[src/rtl/telemetry_framer.sv]
// Telemetry framer: atomically snapshots NUM_CH sensor words and streams the masked ones
// as a SYNC / seq / count / data / checksum packet over a serial_tx-style byte handshake.
module telemetry_framer #(
    parameter int          NUM_CH    = 16,
    parameter int          CH_W      = 16,
    parameter int          PERIOD    = 500000,
    parameter logic [7:0]  SYNC_BYTE = 8'hA5,
    parameter logic [7:0]  CMD_SNAP  = 8'h53
) (
    input  logic                     clk,
    input  logic                     rst_n,
    input  logic [NUM_CH*CH_W-1:0]   ch_data,
    input  logic [NUM_CH-1:0]        ch_mask,
    input  logic                     mode,
    input  logic [7:0]               rx_data,
    input  logic                     new_rx_data,
    output logic [7:0]               tx_data,
    output logic                     new_tx_data,
    input  logic                     tx_busy,
    input  logic                     tx_block,
    output logic                     frame_active,
    output logic [7:0]               seq,
    output logic [15:0]              frame_count,
    output logic                     overrun
);

    localparam int NB = CH_W / 8;
    localparam int IW = (NUM_CH > 1) ? $clog2(NUM_CH) : 1;
    localparam int BW = (NB > 1) ? $clog2(NB) : 1;
    localparam int PW = $clog2(PERIOD);

    typedef enum logic [1:0] {IDLE, SNAP, SEND, WAIT} state_t;
    typedef enum logic [2:0] {PH_SYNC, PH_SEQ, PH_CNT, PH_DATA, PH_CSUM} phase_t;

    state_t                  state;
    phase_t                  phase;
    logic [PW-1:0]           period_cnt;
    logic [NUM_CH*CH_W-1:0]  shadow_data;
    logic [NUM_CH-1:0]       shadow_mask;
    logic [IW-1:0]           ch_idx;
    logic [BW-1:0]           byte_idx;
    logic [7:0]              csum;
    logic                    wait_first;

    logic                    trigger;
    logic                    frame_done;
    logic [7:0]              n_en;
    logic                    first_found;
    logic [IW-1:0]           first_idx;
    logic                    next_found;
    logic [IW-1:0]           next_idx;
    logic [CH_W-1:0]         cur_word;
    logic [7:0]              data_byte;
    logic [7:0]              cur_byte;

    assign trigger    = mode ? (new_rx_data && (rx_data == CMD_SNAP))
                             : (period_cnt == PW'(PERIOD - 1));
    assign frame_done = (state == WAIT) && !wait_first && !tx_busy && (phase == PH_CSUM);

    // Descending scan so the lowest enabled index wins; also finds the next enabled channel above ch_idx.
    always_comb begin
        n_en        = '0;
        first_found = 1'b0;
        first_idx   = '0;
        next_found  = 1'b0;
        next_idx    = '0;
        cur_word    = '0;
        data_byte   = '0;
        for (int i = NUM_CH - 1; i >= 0; i--) begin
            if (shadow_mask[i]) begin
                n_en        = n_en + 8'd1;
                first_found = 1'b1;
                first_idx   = IW'(i);
                if (i > int'(ch_idx)) begin
                    next_found = 1'b1;
                    next_idx   = IW'(i);
                end
            end
            if (ch_idx == IW'(i))
                cur_word = shadow_data[i*CH_W +: CH_W];
        end
        for (int b = 0; b < NB; b++) begin
            if (byte_idx == BW'(b))
                data_byte = cur_word[(NB-1-b)*8 +: 8];
        end
        case (phase)
            PH_SYNC: cur_byte = SYNC_BYTE;
            PH_SEQ:  cur_byte = seq;
            PH_CNT:  cur_byte = n_en;
            PH_DATA: cur_byte = data_byte;
            default: cur_byte = csum;
        endcase
    end

    always_ff @(posedge clk) begin
        if (!rst_n) begin
            state        <= IDLE;
            phase        <= PH_SYNC;
            period_cnt   <= '0;
            shadow_data  <= '0;
            shadow_mask  <= '0;
            ch_idx       <= '0;
            byte_idx     <= '0;
            csum         <= '0;
            wait_first   <= 1'b0;
            tx_data      <= '0;
            new_tx_data  <= 1'b0;
            frame_active <= 1'b0;
            seq          <= '0;
            frame_count  <= '0;
            overrun      <= 1'b0;
        end else begin
            new_tx_data <= 1'b0;
            overrun     <= trigger && (state != IDLE) && !frame_done;
            if (mode || (period_cnt == PW'(PERIOD - 1)))
                period_cnt <= '0;
            else
                period_cnt <= period_cnt + 1'b1;

            case (state)
                IDLE: begin
                    if (trigger) begin
                        state        <= SNAP;
                        frame_active <= 1'b1;
                    end
                end
                SNAP: begin
                    shadow_data <= ch_data;
                    shadow_mask <= ch_mask;
                    phase       <= PH_SYNC;
                    ch_idx      <= '0;
                    byte_idx    <= '0;
                    csum        <= '0;
                    state       <= SEND;
                end
                SEND: begin
                    if (!tx_busy && !tx_block) begin
                        tx_data     <= cur_byte;
                        new_tx_data <= 1'b1;
                        if ((phase != PH_SYNC) && (phase != PH_CSUM))
                            csum <= csum + cur_byte;
                        wait_first  <= 1'b1;
                        state       <= WAIT;
                    end
                end
                WAIT: begin
                    // The transmitter may not raise busy until a cycle after our strobe.
                    if (wait_first) begin
                        wait_first <= 1'b0;
                    end else if (!tx_busy) begin
                        state <= SEND;
                        case (phase)
                            PH_SYNC: phase <= PH_SEQ;
                            PH_SEQ:  phase <= PH_CNT;
                            PH_CNT: begin
                                if (first_found) begin
                                    phase    <= PH_DATA;
                                    ch_idx   <= first_idx;
                                    byte_idx <= '0;
                                end else begin
                                    phase <= PH_CSUM;
                                end
                            end
                            PH_DATA: begin
                                if (byte_idx != BW'(NB - 1)) begin
                                    byte_idx <= byte_idx + 1'b1;
                                end else if (next_found) begin
                                    ch_idx   <= next_idx;
                                    byte_idx <= '0;
                                end else begin
                                    phase <= PH_CSUM;
                                end
                            end
                            default: begin
                                frame_active <= trigger;
                                seq          <= seq + 8'd1;
                                frame_count  <= frame_count + 16'd1;
                                state        <= trigger ? SNAP : IDLE;
                            end
                        endcase
                    end
                end
            endcase
        end
    end

endmodule

[config.mk]
export PLATFORM = sky130hd
export DESIGN_NAME = telemetry_framer
export DESIGN_NICKNAME = d
export VERILOG_FILES = /design/src/rtl/telemetry_framer.sv
export SDC_FILE = /design/constraint.sdc
export NUM_CORES = 1
export LEC_CHECK = 0
export ABC_CLOCK_PERIOD_IN_PS = 15800
export CAP_MARGIN = 20
export CORE_ASPECT_RATIO = 0.75
export CORE_MARGIN = 4
export CORE_UTILIZATION = 55
export CTS_CLUSTER_DIAMETER = 80
export DETAILED_ROUTE_END_ITERATION = 6
export DONT_BUFFER_PORTS = 1
export GPL_ROUTABILITY_DRIVEN = 0
export PLACE_DENSITY = 0.7
export SYNTH_ARGS = -nofsm -noshare
export SYNTH_HDL_FRONTEND = slang
export SYNTH_SLANG_ARGS = --single-unit
[constraint.sdc]
create_clock -name clk -period 15.8 [get_ports clk]
set_clock_uncertainty 0.15 [all_clocks]
set_input_delay 1.58 -clock clk [delete_from_list [all_inputs] [get_ports clk]]
set_output_delay 1.58 -clock clk [all_outputs]
set_load 0.02 [all_outputs]
== Yosys cells after proc, flatten, opt, wreduce, memory -nomap -nowiden ==
Index checks and enable logic that the tools add are counted.

* Add/subtract/negate cells: 20
* Multipliers: 0
* Divide/modulo/power cells: 0
* $lt $le $gt $ge: 15
* Eq/ne operators: 37
* Shift-type cells: 0
* Mux-type cells: 166
* Bitwise gates (word level): 4
* Reductions and logical operators: 34

{| class="wikitable"
|+ Operators by type and width
! operator !! number
|-
| $mux W16 || 16
|-
| $mux W4 || 51
|-
| $mux W8 || 18
|-
| $add A8 B1 Y8 const B || 16
|-
| $mux W1 || 60
|-
| $eq A4 B4 Y1 const B || 8
|-
| $gt A4 B4 Y1 const A || 8
|-
| $pmux W8 S4 || 1
|-
| $add A19 B1 Y19 const B || 1
|-
| $eq A19 B19 Y1 const B || 1
|-
| $add A16 B1 Y16 const B || 1
|-
| $eq A4 B3 Y1 const B || 4
|-
| $gt A3 B4 Y1 const A || 4
|-
| $pmux W4 S2 || 2
|-
| $pmux W8 S2 || 1
|-
| $mux W3 || 5
|-
| $ne A3 B3 Y1 const B || 5
|-
| $ne A2 B2 Y1 const B || 6
|-
| $pmux W3 S4 || 1
|-
| $mux W2 || 5
|-
| $reduce_and A5 Y1 || 2
|-
| $reduce_bool A2 Y1 || 5
|-
| $add A8 B8 Y8 || 1
|-
| $eq A4 B2 Y1 const B || 2
|-
| other kinds (30) || 52
|}

* Register bits after elaboration: 345
* Bits in latches: 0
* RAM bits: 0
* Bits in read-only memories: 0
* Bits of input ports: 286
* Output and inout bits: 35
* Logic and storage cells: 291
* Memories: 0

== Logic depth before layout (Yosys ltp) ==
* Word-level depth: 37
* Depth in mapped cells: 58
* Mapped depth without buffers: 56

== Least setup slack after synthesis ==
OpenSTA, ideal clock, no wires.

* Path type: register -> register
* From: register shadow_mask[15]
* To: register csum[7]
* Library setup time: 115 ps
* Arrival: 9778 ps
* Data required time: 15535 ps
* Slack: 5757 ps
* Stages on the path, launching flop included: 58
* Path buffers: 1
* Period minus slack after synthesis: 10043 ps
* Path through: dfxtp_1 inv_1 ha_1 buf_4 xor2_2 ha_1 xnor2_1 nand2_1 o21ai_0 xor2_1 mux2_2 nor2_1 a21oi_1 ha_1 nand2b_1 o21a_1 ha_1 mux2i_1 (+22 left out) inv_1 ha_1 nand2_1 o21ai_0 a22oi_1 and3_1 nand2b_1 inv_1 ha_1 a21o_1 a21o_1 a21o_1 a21oi_1 o21bai_1 a21oi_1 xnor2_1 o21ai_0 and2_1

* Longest elaborated chain between the ends: 36

{| class="wikitable"
|+ RTL lines
! element !! line !! text
|-
| from (decl) || 39 || <nowiki>logic [NUM_CH-1:0] shadow_mask;</nowiki>
|-
| from (signal assigned) || 129 || <nowiki>shadow_mask <= ch_mask;</nowiki>
|-
| $mux W1 (*) || 70 || <nowiki>if (shadow_mask[i]) begin</nowiki>
|-
| $add A8 B1 Y8 || 71 || <nowiki>n_en = n_en + 8'd1;</nowiki>
|-
| $mux W8 (*) || 70 ||
|-
| $add A8 B1 Y8 || 71 ||
|-
| $mux W8 (*) || 70 ||
|-
| $add A8 B1 Y8 || 71 ||
|-
| $mux W8 (*) || 70 ||
|-
| $add A8 B1 Y8 || 71 ||
|-
| (+21 left out) || n/a ||
|-
| $add A8 B1 Y8 || 71 ||
|-
| $mux W8 (*) || 70 ||
|-
| $pmux W8 S4 (*) || 86 || <nowiki>case (phase)</nowiki>
|-
| via cur_byte[1] || 54 || <nowiki>logic [7:0] cur_byte;</nowiki>
|-
| $add A8 B8 Y8 (*) || 141 || <nowiki>csum <= csum + cur_byte;</nowiki>
|-
| $mux W8 (*) || 140 || <nowiki>if ((phase != PH_SYNC) && (phase != PH_CSUM))</nowiki>
|-
| $mux W8 (*) || 137 || <nowiki>if (!tx_busy && !tx_block) begin</nowiki>
|-
| $pmux W8 S2 (*) || 120 || <nowiki>case (state)</nowiki>
|-
| to (signal assigned) || 141 ||
|-
| to (decl) || 42 || <nowiki>logic [7:0] csum;</nowiki>
|}

The timed path passes the listed nets; every way through them passes the cells marked *. The select of a mux whose other input is x is not followed.
A chain may end at the register's enable or synchronous reset.

== Worst setup path after layout ==
Ends and elaborated chain as after synthesis.

==> summary.txt <==
FMAX = 88.7 MHz
Nature of the critical path endpoint = flop
Final setup viols = 0
VDD IR max = 0.0000843 V
CP max-delay cell = ha_1
Max-slew violations = 0
Distinct cells, synth = 79
Most used cell, CP = ha_1
DRC errors left = 0
Worst setup SP type = flop
# diodes = 0
Flops & latches, synth = 345
Clk_lat worst skew = 0.52 ns
WL per Instance = 20.7 µm
Clock buffer count from CTS = 36
YS warnings = 0
Initial core utilization = 56.6%
P_leak = 6.27 nW
Post-synth top area cell = dfxtp_1
Pwr dens = 98.8 mW/mm²
Main synth FF type = dfxtp_1
Sequential element share of the synthesized area = 39.9%
Leading cell type in the layout, fill and taps excluded = nand2_1
Layout cells sized above 1 = 5.28%
Global Route Usage Sum = 30.4%
Initial antenna violation count = 0
Slowest stage delay, CP = 0.50 ns
Avg Inst Size Synth = 7.49 µm²
H-tree levels = 2
Clk buf depth = 3
Fin nets = 2,528
TritonCTS clock tree = done
Status = completed
Non-Filler Cell Area, Final = 0.0186 mm²
Number of global-route vias before repair = 15,200
Commonest cells after routing, fill and taps aside = 669 x nand2_1, 347 x a21oi_1, 344 x dfxtp_1, 153 x nor2_1, 72 x o21ai_0
Power, Total = 1.84 mW
Post_cts resized = 0
WHS = 0.300 ns
Via count = 16,400
Yosys top cell area share = 39.9%
Post-CTS Setup Inserts = 0
Critical path class = flop to flop
Worst Path Required = 16.07 ns
RSZ-0062 raised after global routing = false
IO Pins = 321
# fillers = 2,800
Worst-path fanout max = 7
CTS clock-pin slew for the worst setup and hold paths = 0.06 ns
Worst Hold Class = flop to flop
PortBufs = 0
Largest net degree at the start of global routing = 158
Sink Count = 345
Dpl cell area = 0.0174 mm²
Die area = 0.0344 mm²
Util after Layout = 60.8%
Worst Tran Pin Value = 1.12 ns
Tcrit/Tclk final = 71.4%
Max-Cap Viols = 0
DRT iter0 DRCs = 1,803
Critical Path AT = 11.55 ns
Syn Nets = 2,625
Post-Route WL = 54.7 mm
Worst slew margin = 25.7%
Synthesis-to-finish area growth = 7.36%
Syn Std Cell Area = 0.0173 mm²
Setup TNS = 0 ns
Post-DRT Antenna Nets = 0
Vias/cell = 6.21
Die H = 162 µm
DP Wirelength = 39.8 mm
Remaining Overflow, GRT = 0
Min Tclk post-route = 11.28 ns
Total core area = 0.0306 mm²
Final Hold Viols = 0
First-pass iteration count of the detailed router = 5
Die Wd = 213 µm
Cells after Synth = 2,310
FP Rows = 55
Largest cells by area after synthesis = dfxtp_1 40%, nand2_1 15%, a21oi_1 10%, nor2_1 3.3%, clkbuf_1 3.1%
Hold buffer count at cts = 0
Clock Tree Root = clkbuf_16
First-pass GRT wire length = 83.6 mm
Post-synthesis async set-or-reset flop share = 0%
Post-synth EDFFs = 0
worst max-delay path: cells and delay by family, from the launching register on:
kind | cells | cell delay, ns
flops | 1 | 0.45
buf+inv | 5 | 0.42
xor+xnor | 4 | 0.80
compound gates | 17 | 2.42
simple gates | 12 | 1.59
fa+ha+maj | 13 | 4.09
mux | 5 | 1.24
area by class of cell:
type | instances | area [µm²] | area share (%)
Sequential cell | 345 | 6910 | 37.2
Timing Repair Buffer | 22 | 185 | 0.997
Multi-Input combinational cell | 1775 | 9690 | 52.2
Inverter | 33 | 131 | 0.707
Tap cell | 399 | 499 | 2.69
Clock inverter | 7 | 73.8 | 0.397
Clock buffer | 54 | 1080 | 5.82
state kept, by name, indices dropped and copies added, names as in the netlist:
register	cells
new_tx_data	1
wait_first	1
shadow_data	256
byte_idx	1
shadow_mask	16
frame_active	1
state	2
period_cnt	19
overrun	1
seq	8
phase	3
csum	8
tx_data	8
frame_count	16
ch_idx	4
routing by layer:
layer	wire [µm]	GRT usage (%)	share of wire (%)
met5	0	0	0
met4	1190	7.02	2.2
met3	5170	6.27	9.5
met2	23800	46.0	44
met1	24500	44.6	45
synthesized netlist by cell type (18+ instances only):
library cell and instances:
mux2i_1 34, nor3_1 18, nand3_1 41, xor2_1 37
nor2_1 153, nand4_1 18, ha_1 28, xnor2_1 40
o21ai_0 72, clkbuf_1 145, a31oi_1 19, a21oi_1 347
inv_1 30, a22oi_1 25, dfxtp_1 345, nand2_1 669
worst paths after layout:
path | start | to | slack [ns] | depth (start not counted)
max | shadow_mask[15]$_SDFFE_PN0P_ | csum[7]$_SDFFE_PN0P_ | 4.52 | 56
min | shadow_data[51]$_SDFFE_PN0P_ | shadow_data[51]$_SDFFE_PN0P_ | 0.30 | 2
max reg2reg | shadow_mask[15]$_SDFFE_PN0P_ | csum[7]$_SDFFE_PN0P_ | 4.52 | 56
min reg2reg | shadow_data[51]$_SDFFE_PN0P_ | shadow_data[51]$_SDFFE_PN0P_ | 0.30 | 2
metrics by stage:
step | instances | setup slack, ns
detailed placement | 2573 | 4.64
global route | 2635 | 3.61
floorplan | 2310 | 5.76
global placement | 2573 | 5.12
finish | 2635 | 4.52
CTS | 2634 | 4.56
report_power, final:
part	switching, mW	internal (mW)	total, mW
logic	0.0666	0.0315	0.0980
clock network	0.353	0.489	0.842
registers	0.0118	0.884	0.896
cell families after synthesis:
kind of cell	after synthesis	synth area share [%]
and+or+nand+nor	998	24.1
AOI/OAI and AO/OA	603	20.6
DFF	345	39.9
buffers and inverters	190	4.21
xor gates and xnor gates	91	5.57
muxes	53	3.40
adders and majority gates	30	2.20
Note: power is estimated with default switching activity, not from simulation.
